$ cat src/rtl/eth_pixel_writer_pkg.sv
// Shared definitions for the Ethernet pixel writer: FSM state encoding and RGB332 field layout.
package eth_pixel_writer_pkg;

    typedef enum logic [1:0] {
        ST_IDLE  = 2'd0,
        ST_ROW   = 2'd1,
        ST_PIX   = 2'd2,
        ST_DRAIN = 2'd3
    } pix_state_e;

    localparam int RGB_R_LSB = 5;
    localparam int RGB_R_W   = 3;
    localparam int RGB_G_LSB = 2;
    localparam int RGB_G_W   = 3;
    localparam int RGB_B_LSB = 0;
    localparam int RGB_B_W   = 2;

    // Payload bytes already arrive as RGB332; this makes the field layout explicit.
    function automatic logic [7:0] rgb332_pack(input logic [7:0] px);
        return {px[RGB_R_LSB +: RGB_R_W], px[RGB_G_LSB +: RGB_G_W], px[RGB_B_LSB +: RGB_B_W]};
    endfunction

endpackage

$ cat src/rtl/eth_pixel_writer.sv
// Filters frames by MAC/EtherType and writes one row of RGB332 pixels per frame; writes and pulses
// are registered (1 cycle after the beat), one pixel per cycle, headers held off outside IDLE.
module eth_pixel_writer
    import eth_pixel_writer_pkg::*;
#(
    parameter logic [47:0] MAC_ADDR = 48'hDAD1D2D3D4D5,
    parameter logic [15:0] ETH_TYPE = 16'h88B5,
    parameter int          ROWS     = 32,
    parameter int          COLS     = 64,
    localparam int         RW       = $clog2(ROWS),
    localparam int         CW       = $clog2(COLS),
    localparam int         AW       = RW + CW
) (
    input  logic          clk,
    input  logic          rst_n,
    input  logic          hdr_valid,
    output logic          hdr_ready,
    input  logic [47:0]   dest_mac,
    input  logic [15:0]   eth_type,
    input  logic [7:0]    s_tdata,
    input  logic          s_tvalid,
    output logic          s_tready,
    input  logic          s_tlast,
    input  logic          s_tuser,
    output logic          fb_we,
    output logic [AW-1:0] fb_addr,
    output logic [7:0]    fb_wdata,
    output logic          row_done,
    output logic          err_short,
    output logic          err_row,
    output logic          err_bad
);

    localparam logic [7:0]    ROWS_B   = 8'(ROWS);
    localparam logic [CW-1:0] COL_LAST = CW'(COLS - 1);

    pix_state_e    state_q, state_d;
    logic [RW-1:0] row_q, row_d;
    logic [CW-1:0] col_q, col_d;
    logic          acc_q, acc_d;
    logic          we_q, we_d;
    logic [AW-1:0] addr_q, addr_d;
    logic [7:0]    wdata_q, wdata_d;
    logic          done_q, done_d;
    logic          eshort_q, eshort_d;
    logic          erow_q, erow_d;
    logic          ebad_q, ebad_d;
    logic          beat;
    logic          bad_end;

    assign hdr_ready = (state_q == ST_IDLE);
    assign s_tready  = (state_q != ST_IDLE);
    assign beat      = s_tvalid && s_tready;
    // err_bad only reports on frames we actually claimed at the header.
    assign bad_end   = beat && s_tlast && s_tuser && acc_q;

    always_comb begin
        state_d  = state_q;
        row_d    = row_q;
        col_d    = col_q;
        acc_d    = acc_q;
        we_d     = 1'b0;
        addr_d   = addr_q;
        wdata_d  = wdata_q;
        done_d   = 1'b0;
        eshort_d = 1'b0;
        erow_d   = 1'b0;
        ebad_d   = 1'b0;

        case (state_q)
            ST_IDLE: begin
                if (hdr_valid) begin
                    if (dest_mac == MAC_ADDR && eth_type == ETH_TYPE) begin
                        acc_d   = 1'b1;
                        state_d = ST_ROW;
                    end else begin
                        acc_d   = 1'b0;
                        state_d = ST_DRAIN;
                    end
                end
            end
            ST_ROW: begin
                if (beat) begin
                    row_d  = s_tdata[RW-1:0];
                    col_d  = '0;
                    ebad_d = bad_end;
                    if (s_tlast) begin
                        eshort_d = 1'b1;
                        state_d  = ST_IDLE;
                    end else if (s_tdata >= ROWS_B) begin
                        erow_d  = 1'b1;
                        state_d = ST_DRAIN;
                    end else begin
                        state_d = ST_PIX;
                    end
                end
            end
            ST_PIX: begin
                if (beat) begin
                    we_d    = 1'b1;
                    addr_d  = {row_q, col_q};
                    wdata_d = rgb332_pack(s_tdata);
                    ebad_d  = bad_end;
                    if (col_q == COL_LAST) begin
                        done_d  = 1'b1;
                        state_d = s_tlast ? ST_IDLE : ST_DRAIN;
                    end else begin
                        col_d = col_q + CW'(1);
                        if (s_tlast) begin
                            eshort_d = 1'b1;
                            state_d  = ST_IDLE;
                        end
                    end
                end
            end
            ST_DRAIN: begin
                if (beat && s_tlast) begin
                    ebad_d  = bad_end;
                    state_d = ST_IDLE;
                end
            end
            default: state_d = ST_IDLE;
        endcase
    end

    always_ff @(posedge clk or negedge rst_n) begin
        if (!rst_n) begin
            state_q  <= ST_IDLE;
            row_q    <= '0;
            col_q    <= '0;
            acc_q    <= 1'b0;
            we_q     <= 1'b0;
            addr_q   <= '0;
            wdata_q  <= '0;
            done_q   <= 1'b0;
            eshort_q <= 1'b0;
            erow_q   <= 1'b0;
            ebad_q   <= 1'b0;
        end else begin
            state_q  <= state_d;
            row_q    <= row_d;
            col_q    <= col_d;
            acc_q    <= acc_d;
            we_q     <= we_d;
            addr_q   <= addr_d;
            wdata_q  <= wdata_d;
            done_q   <= done_d;
            eshort_q <= eshort_d;
            erow_q   <= erow_d;
            ebad_q   <= ebad_d;
        end
    end

    assign fb_we     = we_q;
    assign fb_addr   = addr_q;
    assign fb_wdata  = wdata_q;
    assign row_done  = done_q;
    assign err_short = eshort_q;
    assign err_row   = erow_q;
    assign err_bad   = ebad_q;

endmodule

$ cat config.mk
export PLATFORM = sky130hd
export DESIGN_NAME = eth_pixel_writer
export DESIGN_NICKNAME = d
export VERILOG_FILES = /design/src/rtl/eth_pixel_writer_pkg.sv /design/src/rtl/eth_pixel_writer.sv
export SDC_FILE = /design/constraint.sdc
export NUM_CORES = 1
export LEC_CHECK = 0
export ABC_AREA = 1
export CORE_MARGIN = 5
export CORE_UTILIZATION = 40
export CTS_BUF_LIST = sky130_fd_sc_hd__clkbuf_16
export DETAILED_ROUTE_END_ITERATION = 12
export PLACE_DENSITY = 0.83
export SYNTH_ARGS = -nofsm -noshare
export SYNTH_HDL_FRONTEND = slang
export SYNTH_SLANG_ARGS = --single-unit
$ cat constraint.sdc
create_clock -name clk -period 1.7 [get_ports clk]
set_input_delay 0.34 -clock clk [delete_from_list [all_inputs] [get_ports clk]]
set_output_delay 0.34 -clock clk [all_outputs]
set_load 0.05 [all_outputs]
== After elaboration in Yosys (flattened, before gate mapping) ==
Index checks and enable logic that the tools add are counted.
Operators by class
  add/subtract/negate cells: 1
  order comparisons: 1
  eq/ne operators: 12
  muxes and demuxes: 33
  reductions and logical operators: 14
Operators with widths (number)
  equality test 48 bit, second input constant: 1
  2-to-1 mux 2 bit: 9
  2-to-1 mux 6 bit: 3
  2-to-1 mux 1 bit: 17
  equality test 16 bit, second input constant: 1
  one-hot mux 6 bit (2 select lines): 1
  inequality test 2 bit, second input constant: 5
  greater-or-equal comparator 8 x 6 -> 1 bit, second input constant: 1
  one-hot mux 2 bit (4 select lines): 1
  adder 6 x 1 -> 6 bit, second input constant: 1
  equality test 6 bit, second input constant: 1
  AND reduction 2 bit: 3
  logical AND 1 bit: 5
  AND reduction 5 bit: 1
  equality test 2 bit, second input constant: 2
  one-hot mux 1 bit (2 select lines): 2
  AND reduction 4 bit: 1
  nonzero test 2 bit: 2
  inequality test 3 bit, second input constant: 1
  equality test 2 x 1 -> 1 bit, second input constant: 1
  zero test 2 bit: 1
  OR reduction 2 bit: 1
Storage, ports and cells
  bits in registers: 38
  output and inout port bits: 26
  logic and storage cells: 72

== Logic depth before layout (Yosys ltp) ==
Gate-level depths: netlist of the first run.
  word-level depth: 7
  gate-level depth with buffers: 11
  depth with buffers taken out: 11

== Worst setup path after synthesis of the first run ==
Ideal clock, no wire load.
  path type: register to register
  start point: register state_q[0]
  end point: register col_q[5]
  library setup time: 0.122 ns
  arrival: 1.943 ns
  data required time: 1.578 ns
  slack: -0.365 ns
  stages on the path, launching flop included: 10
  clock period less this slack: 2.065 ns
  cell sequence: dfrtp_1 -> inv_1 -> ha_1 -> inv_2 -> nand2_4 -> nor2_8 -> o21ai_4 -> inv_4 -> nand4_1 -> o21ai_1
On the way
  longest elaborated chain between the ends: 4
  elaborated cells on any way between the ends: 10
  classes of those cells: eq/ne (5); mux (1); reduce/logical (4)
RTL lines
  start: declaration: RTL line eth_pixel_writer.sv:37  | pix_state_e state_q, state_d;
  start signal: assignment: RTL line eth_pixel_writer.sv:140  | state_q <= state_d;
  nonzero test 2 bit (*): RTL line eth_pixel_writer.sv:52  | assign s_tready = (state_q != ST_IDLE);
  via s_tready: RTL line eth_pixel_writer.sv:22  | output logic s_tready,
  logical AND 1 bit (*): RTL line eth_pixel_writer.sv:53  | assign beat = s_tvalid && s_tready;
  inequality test 2 bit (no line)
  AND reduction 4 bit (no line) (*)
  end signal: assignment: RTL line eth_pixel_writer.sv:142  | col_q <= col_d;
  end: declaration: RTL line eth_pixel_writer.sv:39  | logic [CW-1:0] col_q, col_d;
Mark *: on every way through the listed nets, which the timed path passes. The rest lies on a longest branch.
A chain may end at the register's enable or synchronous reset.

== Worst setup path after layout of the first run ==
  start point: register state_q[0]
  end point: output hdr_ready
On the way
  longest elaborated chain between the ends: 1
RTL lines
  zero test 2 bit: RTL line eth_pixel_writer.sv:51  | assign hdr_ready = (state_q == ST_IDLE);
  end: declaration: RTL line eth_pixel_writer.sv:17  | output logic hdr_ready,
Every way passes these cells.

==> out/metrics.cfg, run 1 <==
[cts]
clk_pin_slew_ns = 0.06
tritoncts = yes
clock-root-buffer = clkbuf_16
cts_buffers = 5
insertion_delay_ns = 0.28
htreeDepth = 2
cts_buffer_depth = 2
cts_hold_buffers = 0
cts_num_sinks = 38

[setup_path]
ff2ff_setup_slack_ns = 0.16
crit_type = reg2out
startpoint_type = flop
crit_arrival_ns = 1.29
critPathSlowestCell = dfrtp_1
crit_chain = inv_1 -> ha_4 -> buf_4 -> buf_12
r2r_start = state_q[0]
cp.buffers_inverters = 3
cp_top_family = buffers and inverters
rr_endpoint = fb_addr[5]
ff2ff_path_depth = 8
end_kind = primary output
critPathMaxStageDelay_ns = 0.41
crit_path_max_fanout = 5
required_ns = 1.36

[yosys]
syn_area_per_cell_um2 = 7.68
synth_edf_count = 0
netlist_area_um2 = 2080
yosysUniqueCellTypes = 28
ys_ff_latch = 38
ys_seq_area_share_pct = 45.7
synthTopCellsByArea = dfrtp_1 (46%), nand2_1 (16%), inv_1 (7.4%)
syn_inst = 271
yosys.area.top_type = dfrtp_1
yosys_warnings = 0
synth_top_flop_cell = dfrtp_1
syn_nets = 355
async_flop_share_pct = 100
synth_most_common_cell = nand2_1
synth_common_cells = nand2_1 (86), inv_1 (41), nor2_1 (39)
netlist.area_leader.share_pct = 45.7

[detailed_routing]
num_vias = 2034
ant_nets = 0
post-route-drc-count = 0
wire_per_inst_um = 11.7
wirelength_mm = 5.30
drt_first_pass_iters = 4
dr.first_iter.drc_count = 99
viasPerCell = 4.50

[floorplanning]
die_area_um2 = 6740
core_um2 = 5070
die_x_um = 82.1
fp.dieH_um = 82.1
initial_utilization_pct = 41.0
pin_count = 104
rows = 26

[power]
finalPower_uw = 5260
p_sw_share_pct = 42.6
power_leakage_uw = 0.00167
p_switching_uw = 2240
pwr-share-comb_pct = 50.2
p_clk_share_pct = 22.3
p_seq_share_pct = 27.5
max-vdd-ir-drop_v = 0.000799
internal-power_uw = 3020
power_density_nw_per_um2 = 1570

[timing]
fin_skew_ns = 0.00311
hold_viol_final = 0
whs_ns = 0.103
setup_ws_ns = 0.0652
relSlewSlack_pct = 68.9
finalCritPeriodShare_pct = 96.2
final_max_slew_viol_count = 0
setup_viol = 0
period_needed_ns = 1.63
rsz0062_at_grt = false
max_freq_ghz = 0.612
tightestPinTransition_ns = 0.467

[run_status]
status = complete, no violations

[placement]
dp.cells = 444
gp_congestion = 0.760
post-dp-hpwl_mm = 4.34
pre_cts_slack_ns = -0.0974
io_buffers = 103

[job]
max_cap_violations = 0

[hold_path]
holdCritPathClass = in2async

[grt]
grt_usage_pct = 16.6
grt_pass1_vias = 2048
grt_pass1_wl_mm = 8.71
grt_max_degree = 39
gr-total-overflow = 0
grt_antenna_before_repair = 0

[cells_and_area]
instances_no_fill = 452
antennaDiodeCount = 0
synthToLayoutAreaGrowth_pct = 61.0
layout.nets = 465
drive_gt1_share_pct = 17.3

-- stage by stage --
step / utilization [%] / area [µm²] / setup TNS [ns]
6_report: 66.0 / 3350 / 0
2_1_floorplan: - / 2090 / 0
3_5_place_dp: 62.2 / 3160 / -0.765
5_1_grt: 66.0 / 3350 / 0
4_1_cts: 66.0 / 3350 / 0
3_3_place_gp: 62.2 / 3160 / -0.0796
-- power by group through the flow --
stage	sequential, µW	combinational, µW	clock (µW)
final	1450	2640	1170
after global routing	1490	2840	1240
after CTS	1450	2670	1200
after detailed placement	1460	2630	0
after global placement	1450	2580	0
after floorplan	2130	1080	0
-- cell usage in the layout, fill, tap and decap left out --
cell type / n
nand3_1: 11
o211ai_1: 1
bufinv_16: 2
inv_4: 2
buf_2: 1
buf_4: 29
nor2_1: 39
nand2_2: 1
inv_1: 41
a21oi_2: 1
nand2_1: 86
ha_4: 1
o21ai_4: 1
inv_2: 2
ha_1: 5
a21oi_1: 2
clkbuf_16: 5
nor3_2: 1
or2_2: 1
o21ai_1: 5
clkdlybuf4s50_1: 76
o21ai_0: 7
nand3b_1: 1
nand3_2: 1
o21ai_2: 12
nor2_8: 1
nand4_1: 2
xor2_1: 1
nand2_4: 1
clkinv_1: 1
buf_12: 2
dfrtp_1: 38
nor2_2: 2
-- final cells by class --
type | count | area (µm²)
Fill cell | 442 | 1730
Sequential cell | 38 | 951
Timing Repair Buffer | 108 | 1020
Inverter | 45 | 174
Clock buffer | 5 | 125
Multi-Input combinational cell | 183 | 925
Clock inverter | 3 | 63.8
Tap cell | 70 | 87.6
-- state kept, by name, indices dropped and copies added (netlist names), 2 cells and up --
register	count
fb_addr	11
fb_wdata	8
col_q	6
row_q	5
state_q	2
-- worst max-delay path by stage --
stage | cells past startpoint | from | to
detailed placement | 6 | s_tvalid | fb_addr[5]
finish | 4 | state_q[0] | hdr_ready
CTS | 4 | state_q[1] | hdr_ready
floorplan | 9 | state_q[0] | fb_addr[0]
global route | 4 | state_q[0] | hdr_ready
global placement | 6 | s_tvalid | fb_addr[3]
-- kinds of logic (layout without fill, tap and decap cells) --
kind of cell | Yosys count | count (layout) | share of synthesized area (%)
fa+ha+maj | 6 | 6 | 3.61
xor+xnor | 1 | 1 | 0.421
simple gates | 147 | 147 | 29.8
compound gates | 29 | 29 | 9.98
flops | 38 | 38 | 45.7
buf+inv | 50 | 161 | 10.5
-- per-layer routing --
| metal | wire length [µm] | part of all wire, % | track usage (%) |
|---|---|---|---|
| met5 | 0 | 0 | 0 |
| met2 | 2810 | 53 | 30.8 |
| met3 | 481 | 9.1 | 6.62 |
| met1 | 1970 | 37 | 17.6 |
| met4 | 40 | 0.76 | 3.49 |
-- timing repair --
action,in CTS,in global routing
endpoints found under the setup margin,14,0
hold endpoints to repair,0,0
buffers inserted,0,0
resized for setup,1,0
Power figures use the tool's default switching activity.
==> run 2: changes to the inputs <==
- CAP_MARGIN: not set -> 20
- CTS_CLUSTER_SIZE: not set -> 24
==> results of run 2 <==
The final DEF is identical to that of run 1; final timing and power are the same.
==> run 3: changes to the inputs <==
- SLEW_MARGIN: not set -> 20
==> results of run 3 <==
The final DEF is identical to that of run 1; final timing and power are the same.
